`config.mk`:
```
export PLATFORM = sky130hd
export DESIGN_NAME = rf_write_arbiter
export DESIGN_NICKNAME = d
export VERILOG_FILES = /design/src/rtl/rf_arb_pkg.sv /design/src/rtl/rf_write_arbiter_rr_pick.sv /design/src/rtl/rf_write_arbiter.sv
export SDC_FILE = /design/constraint.sdc
export NUM_CORES = 1
export LEC_CHECK = 0
export BUFFER_PORTS_ARGS = -buffer_cell sky130_fd_sc_hd__buf_2
export CORE_UTILIZATION = 27
export CTS_BUF_LIST = sky130_fd_sc_hd__clkbuf_16
export CTS_CLUSTER_DIAMETER = 150
export DETAILED_ROUTE_END_ITERATION = 10
export GPL_ROUTABILITY_DRIVEN = 0
export PLACE_DENSITY = 0.52
export SYNTH_ARGS = -nofsm -noshare
export SYNTH_HDL_FRONTEND = slang
export SYNTH_SLANG_ARGS = --single-unit
```
`constraint.sdc`:
```
create_clock -name clk -period 3.2 [get_ports clk]
set_input_delay 0.48 -clock clk [delete_from_list [all_inputs] [get_ports clk]]
set_output_delay 0.48 -clock clk [all_outputs]
set_load 0.01 [all_outputs]
```
`src/rtl/rf_arb_pkg.sv`:
```
// -----------------------------------------------------------------------------
// rf_arb_pkg
// Shared types and helpers for the register-file write-port arbiter and for
// any future read-port arbiter built on the same round-robin picker.
//   arb_state_e    : arbiter state (ARB = free arbitration, BURST = locked owner)
//   RF_AW_DEF      : default register address width
//   RF_DW_DEF      : default register data width
//   OH_MAX         : widest one-hot vector accepted by onehot_to_idx (8 requesters)
//   onehot_to_idx  : one-hot (or all-zero) vector to binary index
// -----------------------------------------------------------------------------
package rf_arb_pkg;

  typedef enum logic [0:0] {
    ARB   = 1'b0,
    BURST = 1'b1
  } arb_state_e;

  localparam int RF_AW_DEF = 5;
  localparam int RF_DW_DEF = 32;
  localparam int OH_MAX    = 8;

  // OR-reduction encoder: correct for one-hot input, returns 0 for all-zero.
  function automatic logic [2:0] onehot_to_idx(input logic [OH_MAX-1:0] oh);
    logic [2:0] idx;
    idx = 3'd0;
    for (int i = 0; i < OH_MAX; i++) begin
      idx = idx | (oh[i] ? 3'(i) : 3'd0);
    end
    return idx;
  endfunction

endpackage

```
`src/rtl/rf_write_arbiter_rr_pick.sv`:
```
// -----------------------------------------------------------------------------
// rr_pick
// Combinational round-robin picker. Scans valid_i starting at ptr_i and
// wrapping modulo N, and returns the first valid requester.
//   valid_i : per-requester request vector
//   ptr_i   : requester with highest priority this cycle (0..N-1)
//   gnt_o   : one-hot grant (all zero when nothing is valid)
//   idx_o   : binary index of the granted requester (0 when none)
//   any_o   : at least one requester is granted
// -----------------------------------------------------------------------------
module rr_pick
  import rf_arb_pkg::*;
#(
  parameter int N  = 3,
  parameter int IW = $clog2(N)
) (
  input  logic [N-1:0]  valid_i,
  input  logic [IW-1:0] ptr_i,
  output logic [N-1:0]  gnt_o,
  output logic [IW-1:0] idx_o,
  output logic          any_o
);

  localparam logic [IW:0] N_W = (IW+1)'(N);

  logic [IW:0]   sum_s;
  logic [IW-1:0] cand_s;
  logic          found_s;

  // Priority scan from ptr_i; the wrap is an explicit compare so that
  // non-power-of-two N wraps at N rather than at 2**IW.
  always_comb begin
    gnt_o   = {N{1'b0}};
    found_s = 1'b0;
    sum_s   = {(IW+1){1'b0}};
    cand_s  = {IW{1'b0}};
    for (int k = 0; k < N; k++) begin
      sum_s = {1'b0, ptr_i} + (IW+1)'(k);
      if (sum_s >= N_W) begin
        sum_s = sum_s - N_W;
      end else begin
        sum_s = sum_s;
      end
      cand_s = sum_s[IW-1:0];
      if (!found_s && valid_i[cand_s]) begin
        gnt_o[cand_s] = 1'b1;
        found_s       = 1'b1;
      end else begin
        found_s = found_s;
      end
    end
  end

  assign any_o = found_s;
  assign idx_o = IW'(onehot_to_idx(OH_MAX'(gnt_o)));

endmodule

```
`src/rtl/rf_write_arbiter.sv`:
```
// -----------------------------------------------------------------------------
// rf_write_arbiter
// Shares the single register-file write port between NUM_REQ writeback
// requesters. Round-robin arbitration over a valid/ready handshake; a granted
// requester may lock the port for up to MAX_BURST back-to-back beats. The write
// is registered, so an accept in cycle N is presented to the register file in
// cycle N+1 with rf_we high for that single cycle.
//
// Ports:
//   clk, rst_n   : clock (rising edge), asynchronous active-low reset
//   req_valid    : per-requester write request
//   req_lock     : per-requester request to keep the grant for the next beat
//   req_addr     : packed addresses, requester i at [i*AW +: AW]
//   req_data     : packed data, requester i at [i*DW +: DW]
//   req_ready    : one-hot grant, combinational, forced low while rst_n is low
//   rf_wr/rf_wd  : registered write address / data
//   rf_we        : registered write enable
//   grant_id     : registered index of the last accepted requester
//   busy         : high while a locked burst owns the port
//
// Optional build macro RF_WR_STATS_EN adds:
//   stat_clr     : synchronous clear of all grant counters (wins over increment)
//   stat_grants  : one 16-bit saturating accept counter per requester
// -----------------------------------------------------------------------------
module rf_write_arbiter
  import rf_arb_pkg::*;
#(
  parameter int NUM_REQ      = 3,
  parameter int AW           = RF_AW_DEF,
  parameter int DW           = RF_DW_DEF,
  parameter int MAX_BURST    = 4,
  parameter int ZERO_PROTECT = 1
) (
  input  logic                       clk,
  input  logic                       rst_n,
  input  logic [NUM_REQ-1:0]         req_valid,
  input  logic [NUM_REQ-1:0]         req_lock,
  input  logic [NUM_REQ*AW-1:0]      req_addr,
  input  logic [NUM_REQ*DW-1:0]      req_data,
  output logic [NUM_REQ-1:0]         req_ready,
  output logic [AW-1:0]              rf_wr,
  output logic [DW-1:0]              rf_wd,
  output logic                       rf_we,
  output logic [$clog2(NUM_REQ)-1:0] grant_id,
  output logic                       busy
`ifdef RF_WR_STATS_EN
  ,
  input  logic                       stat_clr,
  output logic [NUM_REQ*16-1:0]      stat_grants
`endif
);

  localparam int            IW       = $clog2(NUM_REQ);
  localparam int            CW       = $clog2(MAX_BURST + 1);
  localparam logic [CW-1:0] MAXB_W   = CW'(MAX_BURST);
  localparam logic [IW-1:0] LAST_IDX = IW'(NUM_REQ - 1);
  localparam bit            LOCK_EN  = (MAX_BURST > 1);
  localparam bit            ZP_EN    = (ZERO_PROTECT != 0);

  arb_state_e    state_q, state_d;
  logic [IW-1:0] rr_ptr_q, rr_ptr_d;
  logic [IW-1:0] owner_q, owner_d;
  logic [CW-1:0] burst_cnt_q, burst_cnt_d;
  logic [AW-1:0] rf_wr_q, rf_wr_d;
  logic [DW-1:0] rf_wd_q, rf_wd_d;
  logic          rf_we_q, rf_we_d;
  logic [IW-1:0] grant_id_q, grant_id_d;

  logic [NUM_REQ-1:0] pick_gnt_s;
  logic [IW-1:0]      pick_idx_s;
  logic               pick_any_s;
  logic [NUM_REQ-1:0] owner_oh_s;
  logic               owner_valid_s;
  logic [NUM_REQ-1:0] ready_s;
  logic               accept_s;
  logic [IW-1:0]      acc_idx_s;
  logic [AW-1:0]      acc_addr_s;
  logic [DW-1:0]      acc_data_s;
  logic               acc_lock_s;
  logic               acc_zero_s;
  logic [CW-1:0]      cnt_inc_s;

  rr_pick #(
    .N  (NUM_REQ),
    .IW (IW)
  ) u_rr_pick (
    .valid_i (req_valid),
    .ptr_i   (rr_ptr_q),
    .gnt_o   (pick_gnt_s),
    .idx_o   (pick_idx_s),
    .any_o   (pick_any_s)
  );

  assign owner_oh_s    = {{(NUM_REQ-1){1'b0}}, 1'b1} << owner_q;
  assign owner_valid_s = |(req_valid & owner_oh_s);
  assign cnt_inc_s     = burst_cnt_q + CW'(1'b1);

  // Grant: free round-robin in ARB, owner only (and only while valid) in BURST.
  always_comb begin
    ready_s = {NUM_REQ{1'b0}};
    case (state_q)
      ARB: begin
        ready_s = pick_gnt_s;
      end
      BURST: begin
        if (owner_valid_s) begin
          ready_s = owner_oh_s;
        end else begin
          ready_s = {NUM_REQ{1'b0}};
        end
      end
      default: begin
        ready_s = {NUM_REQ{1'b0}};
      end
    endcase
  end

  // The grant never covers an invalid requester, so a non-zero grant is an accept.
  assign accept_s  = |ready_s;
  assign req_ready = rst_n ? ready_s : {NUM_REQ{1'b0}};

  // One-hot mux of the accepted beat's address, data and lock request.
  always_comb begin
    acc_addr_s = {AW{1'b0}};
    acc_data_s = {DW{1'b0}};
    acc_lock_s = 1'b0;
    for (int i = 0; i < NUM_REQ; i++) begin
      acc_addr_s = acc_addr_s | (req_addr[i*AW +: AW] & {AW{ready_s[i]}});
      acc_data_s = acc_data_s | (req_data[i*DW +: DW] & {DW{ready_s[i]}});
      acc_lock_s = acc_lock_s | (req_lock[i] & ready_s[i]);
    end
    acc_idx_s  = IW'(onehot_to_idx(OH_MAX'(ready_s)));
    acc_zero_s = ZP_EN && (acc_addr_s == {AW{1'b0}});
  end

  // Next-state: write register, round-robin pointer and burst tracking.
  always_comb begin
    state_d     = state_q;
    rr_ptr_d    = rr_ptr_q;
    owner_d     = owner_q;
    burst_cnt_d = burst_cnt_q;
    rf_wr_d     = rf_wr_q;
    rf_wd_d     = rf_wd_q;
    rf_we_d     = 1'b0;
    grant_id_d  = grant_id_q;

    // A suppressed address-0 write completes the handshake but leaves the
    // register file port untouched.
    if (accept_s) begin
      grant_id_d = acc_idx_s;
      if (acc_zero_s) begin
        rf_we_d = 1'b0;
      end else begin
        rf_we_d = 1'b1;
        rf_wr_d = acc_addr_s;
        rf_wd_d = acc_data_s;
      end
    end else begin
      rf_we_d = 1'b0;
    end

    case (state_q)
      ARB: begin
        if (pick_any_s) begin
          // Pointer moves past the winner, so a locking owner cannot re-win
          // immediately after its burst while peers are waiting.
          rr_ptr_d = (pick_idx_s == LAST_IDX) ? {IW{1'b0}} : (pick_idx_s + IW'(1'b1));
          if (LOCK_EN && acc_lock_s) begin
            state_d     = BURST;
            owner_d     = pick_idx_s;
            burst_cnt_d = CW'(1'b1);
          end else begin
            state_d     = ARB;
            burst_cnt_d = {CW{1'b0}};
          end
        end else begin
          state_d = ARB;
        end
      end
      BURST: begin
        if (owner_valid_s) begin
          // The beat that reaches MAX_BURST is still taken, then the lock ends.
          if (!acc_lock_s || (cnt_inc_s == MAXB_W)) begin
            state_d     = ARB;
            burst_cnt_d = {CW{1'b0}};
          end else begin
            state_d     = BURST;
            burst_cnt_d = cnt_inc_s;
          end
        end else begin
          state_d     = ARB;
          burst_cnt_d = {CW{1'b0}};
        end
      end
      default: begin
        state_d     = ARB;
        burst_cnt_d = {CW{1'b0}};
      end
    endcase
  end

  // State and output registers.
  always_ff @(posedge clk or negedge rst_n) begin
    if (!rst_n) begin
      state_q     <= ARB;
      rr_ptr_q    <= {IW{1'b0}};
      owner_q     <= {IW{1'b0}};
      burst_cnt_q <= {CW{1'b0}};
      rf_wr_q     <= {AW{1'b0}};
      rf_wd_q     <= {DW{1'b0}};
      rf_we_q     <= 1'b0;
      grant_id_q  <= {IW{1'b0}};
    end else begin
      state_q     <= state_d;
      rr_ptr_q    <= rr_ptr_d;
      owner_q     <= owner_d;
      burst_cnt_q <= burst_cnt_d;
      rf_wr_q     <= rf_wr_d;
      rf_wd_q     <= rf_wd_d;
      rf_we_q     <= rf_we_d;
      grant_id_q  <= grant_id_d;
    end
  end

  assign rf_wr    = rf_wr_q;
  assign rf_wd    = rf_wd_q;
  assign rf_we    = rf_we_q;
  assign grant_id = grant_id_q;
  assign busy     = (state_q == BURST);

`ifdef RF_WR_STATS_EN
  logic [NUM_REQ*16-1:0] stat_q;

  // Per-requester saturating accept counters; suppressed writes still count.
  always_ff @(posedge clk or negedge rst_n) begin
    if (!rst_n) begin
      stat_q <= {(NUM_REQ*16){1'b0}};
    end else if (stat_clr) begin
      stat_q <= {(NUM_REQ*16){1'b0}};
    end else begin
      for (int i = 0; i < NUM_REQ; i++) begin
        if (ready_s[i] && (stat_q[i*16 +: 16] != 16'hFFFF)) begin
          stat_q[i*16 +: 16] <= stat_q[i*16 +: 16] + 16'd1;
        end else begin
          stat_q[i*16 +: 16] <= stat_q[i*16 +: 16];
        end
      end
    end
  end

  assign stat_grants = stat_q;
`endif

endmodule

```
======== Yosys cells after proc, flatten, opt, wreduce, memory -nomap -nowiden ========
Index checks and enable logic that the tools add are counted.
storage, ports and cells
  output and inout bits ................... 44
  memory bits (read-only) ................. 0
  memory bits (writable) .................. 0
  logic and storage cells ................. 106
  latch bits .............................. 0
  flip-flop bits (word level) ............. 48
  memories kept ........................... 0
operators by class
  shifts and indexed selects .............. 1
  $lt $le $gt $ge ......................... 9
  div/mod/pow operators ................... 0
  eq/ne operators ......................... 3
  muxes and demuxes ....................... 41
  multipliers ............................. 0
  reduce and logical (&&, ||, !) cells .... 15
  add/sub/neg operators ................... 7
  bitwise operators ....................... 22
operators with widths
  cell                   number
  $and A32 B32 Y32       3
  $or A32 B32 Y32        2
  $mux W3                8
  $mux W1                18
  $and A5 B5 Y5          3
  $mux W2                6
  $pmux W3 S2            2
  $or A5 B5 Y5           2
  $lt A2 B3 Y1 const B   3
  $bmux W1 S2            3
  $demux W1 S2           3
  $ge A2 B1 Y1 const B   3
  $ge A3 B2 Y1 const B   2
  $or A3 B3 Y3           2
  $reduce_or A3 Y1       2
  $sub A2 B2 Y2 const B  3
  $logic_and A1 B1 Y1    5
  $logic_not A5 Y1       1
  $reduce_and A2 Y1      2
  $add A2 B1 Y3 const B  1
  $add A2 B2 Y3 const B  1
  $add A3 B1 Y3 const B  1
  $and A1 B1 Y1          3
  $and A3 B3 Y3          1
  14 further kinds       18

======== Longest topological paths before layout ========
  depth in word-level cells ............... 20
  mapped depth ............................ 12

======== Modules after synthesis ========
From an unflattened synthesis, not the netlist that was laid out.
second synthesis, totals
  cell total of the unflattened synthesis .. 259
  area, all modules ....................... 2,731.4 um2
modules (own cells, without submodules)
  module            cells an instance  times used  area an instance (um2)
  rf_write_arbiter  221                1           2,446.1
  rr_pick           38                 1           285.3

======== Worst setup path after synthesis ========
Ideal clock, no wire load.
  kind .................................... register -> output
  start ................................... reg rr_ptr_q[1]
  end ..................................... out req_ready[0]
  setup slack ............................. 0.454 ns
  buffers on the path ..................... 3
  stages on the path, launching flop included .. 11
  arrival time ............................ 2.266 ns
  cell sequence ........................... dfrtp_1 > inv_1 > ha_1 > buf_4 > nand2b_2 > mux2i_1 > a32o_1 > o21bai_1 > buf_2 > buf_1 > and2_1
on the way
  cells in the longest elaborated chain, start to end .. 13
  elaborated cells on any way between the ends .. 45
  classes of those cells .................. 5 x add/sub; 9 x order compare; 22 x mux; 2 x bitwise; 7 x reduce/logical
RTL lines
  item                                                                         line                            RTL
  start: declaration                                                           rf_write_arbiter.sv:61          logic [IW-1:0] rr_ptr_q, rr_ptr_d;
  start signal: assignment                                                     rf_write_arbiter.sv:206         rr_ptr_q <= {IW{1'b0}};
  start signal: assignment                                                     rf_write_arbiter.sv:215         rr_ptr_q <= rr_ptr_d;
  $add A2 B1 Y3, or another cell as far along                                  rf_write_arbiter_rr_pick.sv:38  sum_s = {1'b0, ptr_i} + (IW+1)'(k);
  $ge A3 B2 Y1, or another cell as far along                                   rf_write_arbiter_rr_pick.sv:39  if (sum_s >= N_W) begin
  $mux W2, or another cell as far along                                        rf_write_arbiter_rr_pick.sv:39
  $lt A2 B3 Y1 (not written as such), or another cell as far along             rf_write_arbiter_rr_pick.sv:46  gnt_o[cand_s] = 1'b1;
  $logic_and A1 B1 Y1 (not written as such), or another cell as far along      rf_write_arbiter_rr_pick.sv:46
  $mux W1 (not written as such), or another cell as far along                  rf_write_arbiter_rr_pick.sv:46
  $demux W1 S2, or another cell as far along                                   -
  $or A3 B3 Y3 (no source line) / $mux W1 (equally long branches)              -
  $mux W3 / $logic_not A1 Y1 (equally long branches)                           rf_write_arbiter_rr_pick.sv:45  if (!found_s && valid_i[cand_s]) begin
  $or A3 B3 Y3 (no source line) / $logic_and A1 B1 Y1 (equally long branches)  -
  $mux W3 (*)                                                                  rf_write_arbiter_rr_pick.sv:45
  $pmux W3 S2 (*)                                                              rf_write_arbiter.sv:101         case (state_q)
  $mux W3 (*)                                                                  rf_write_arbiter.sv:120         assign req_ready = rst_n ? ready_s : {NUM_REQ{1'b0}};
  end: declaration                                                             rf_write_arbiter.sv:40          output logic [NUM_REQ-1:0] req_ready,
Every way passes the cells marked *; elsewhere a longest branch is shown, timed or not. The select of a mux whose other input is x is not followed.

======== Worst setup path after layout ========
  start ................................... reg rr_ptr_q[1]
  end ..................................... out req_ready[2]
Same word-level chain as after synthesis.

==> metrics <==
TritonCTS clock tree done; Root Buffer clkbuf_16; Worst path slowest cell dfrtp_1; Syn Inst Count around 290; RSZ-0062 raised after global routing no; post-synthesis sequential area ratio 0.4052; post-synthesis adder-cell area fraction 0.02533; first-pass GRT wire length about 14,000 um; initial core utilization 0.2833; max-cap viol count 0; Worst EP required between 2 and 3 ns; largest family of logic cells by synthesized area compound AO/OA/AOI/OAI gates; layout cells sized above 1 0.4318; Rows 37; synth unique cells 50; M3 GR Usage 0.02675; final cell count without fillers roughly 580; YS warnings 0; Remaining Overflow, GRT 0; Post-Syn Nets approximately 420; combinational share of power 0.662; Reg clk slew, reported paths roughly 0.06 ns; area delta synth->final 36.60%; Largest stage delay, worst path 0.41 ns; mean area per synthesized cell just over 10 sq um; Post-DRT Antenna Nets 0; most instantiated cells after synthesis dfrtp_1 (48), inv_1 (42), mux2i_1 (36); Hold Vio Cnt, Final 0; Num CTS Buffers 5; clock network fraction of total power 0.109; Clock Skew about 0.0057 ns; antenna violations before repair 0; global-route met2 utilization 0.2687; Buf/Inv on CP 3; fin area roughly 4000 sq um; PD cells around 1100 nW/um^2; most common cell in the netlist dfrtp_1; Filler cells 1,119; Setup-failing EPs final 0; Post-synth EDFFs 0; crit path cell chain inv_1 -> ha_2 -> mux2i_2 -> o21a_1 -> a21oi_1 -> nor2_2 -> buf_4 -> and2_1 -> buf_2; height of the die roughly 110 um; max-slew violations 0; sequential cell area around 1200 sq um; synth top area cells dfrtp_1 (41%), mux2i_1 (12%), a222oi_1 (12%); core outline area roughly 10,000 sq um; Net Sw Frac 0.4491; Tmin final between 2 and 3 ns; kind of critical path reg -> out; largest net degree at the start of global routing 37; FF-to-FF setup slack between 0.2 and 0.3 ns; Synth Area in Simple Gates 0.09878; endpoint class of the critical path primary output; area of the mapped netlist 2964 sq um; WL/cell 14.88 um; startpoint types register; clk sink count 48; Crit path arrival time between 2 and 3 ns; die area roughly 11,000 sq um; Hold WC Path Type in -> async; # DRC 0; status finished, final reports clean; Place WS ~0.20 ns; post-synth top area share 0.4052; Nets 572; CP max FO 23; gr usage total 0.1573; fin crit share 0.9316; Synth Flop Type dfrtp_1; post-synthesis async set-or-reset flop share 1.000; Pwr Total approximately 4.6 mW; I/O Pins roughly 160; critical path's top delay family buffers and inverters; Compound-Gate Fraction of Synth Area 0.2364; Synth Register Bits 48; 1st-pass router iterations 5; vias around 2,900; number of antenna diodes 0; Port Buffers between 150 and 200; HPWL after detailed placement roughly 6800 um; fmax 335.4 MHz; postcts setup bufs 0; vias in the first global route around 2,900; gr busiest metal met2; Switch Pwr roughly 2.1 mW; Placement Cell Area between 3000 and 4000 sq um; P_leak between 2 and 2.5 nW; DRT iter0 DRCs about 320; multi-input logic area ~1500 sq um; Die Width between 100 and 150 um; global-route met1 utilization 0.2069; total negative slack 0 ns; min setup slack post-route between 0.2 and 0.25 ns; Clock Latency Late Sink 0.28 ns; measured slew at the worst slew-check pin 0.6471 ns; Cells after DPL between 500 and 600; final wirelength about 8700 um; Longest Clk Path Bufs 2; vias per cell about 5.0; H-tree depth 2; share of power burned in registers 0.229; mux contribution to synthesized area 0.1338; Worst IR Drop VDD just under 700 uV; relative max-transition margin 0.5625; cell-internal power 2.556 mW; post-synth top area cell dfrtp_1; Synth Area in XOR/XNOR 0
[state kept, by name, indices dropped and copies added (netlist names)]
signal,flops
rf_wd,32
rf_wr,5
burst_cnt_q,3
grant_id,2
owner_q,2
rr_ptr_q,2
busy,1
rf_we,1
[cells by family after synthesis]
group | after synthesis
AO/OA/AOI/OAI | 81
buffers and inverters | 65
AND/OR/NAND/NOR | 53
flip-flops | 48
multiplexers | 39
adder cells (fa/ha/maj) | 6
[what timing repair did]
item / in CTS / in global routing
hold buffers: 0 / 0
resized for setup: 0 / 5
endpoints found under the setup margin: 0 / 35
[power by group through the flow]
stage	clock [mW]	combinational, mW	sequential [mW]
after floorplan	0	2.18	1.17
after global placement	0	3.03	1.07
after detailed placement	0	3.11	1.07
after CTS	0.518	3.10	1.07
after global routing	0.540	3.42	1.10
final	0.504	3.07	1.06
[metal layers]
metal | wire length, um | share of wire
met5 | 0 | 0
met4 | 76 | 0.0088
met3 | 466 | 0.054
met2 | 4326 | 0.50
met1 | 3805 | 0.44
[layout make-up]
| class | count | share of cell area |
|---|---|---|
| clock buffers | 5 | 0.03090 |
| clock inverters | 2 | 0.003090 |
| inverters | 43 | 0.03986 |
| multi-input cells | 179 | 0.3684 |
| flip-flops and latches | 48 | 0.2967 |
| well taps | 136 | 0.04203 |
| repair buffers | 170 | 0.2191 |
[cell usage in the layout (no fill, tap or decap), types with 2 or more instances in the layout]
cell	synthesis	routed
a2111oi_2	2	2
a211oi_1	3	3
a21o_1	3	3
a21oi_1	7	7
a222oi_1	35	35
a22o_1	5	5
and2_1	3	3
buf_2	7	162
buf_4	2	6
clkbuf_16	0	5
dfrtp_1	48	48
ha_1	6	3
ha_2	0	3
inv_1	42	42
mux2_1	2	2
mux2i_1	36	36
nand2_1	15	15
nand2b_1	5	5
nor2_1	8	7
nor2_2	1	2
nor2b_1	2	2
nor3_1	7	6
nor3b_1	3	3
o21ai_0	5	5
o21ai_1	7	7
o31ai_1	2	2
[final timing paths]
kind                             startpoint           end  cells past startpoint
worst max-delay path            rr_ptr_q[1]  req_ready[2]                      9
worst min-delay path                  rst_n     rf_wd[14]                      1
max in group asynchronous             rst_n   grant_id[1]                      2
min in group clk                req_addr[1]      rf_wr[1]                      3
worst max register to register  rr_ptr_q[1]      rf_wd[5]                     10
worst min register to register  grant_id[1]   grant_id[1]                      1
[stage by stage]
step,hold WS (ns),util
final,0.1855,0.3870
after global routing,0.2191,0.3870
after CTS,0.1987,0.3854
after detailed placement,0.4832,0.3723
after global placement,0.4796,0.3723
after floorplan,0.1844,-
No activity file was read; power rests on OpenSTA's default activity.
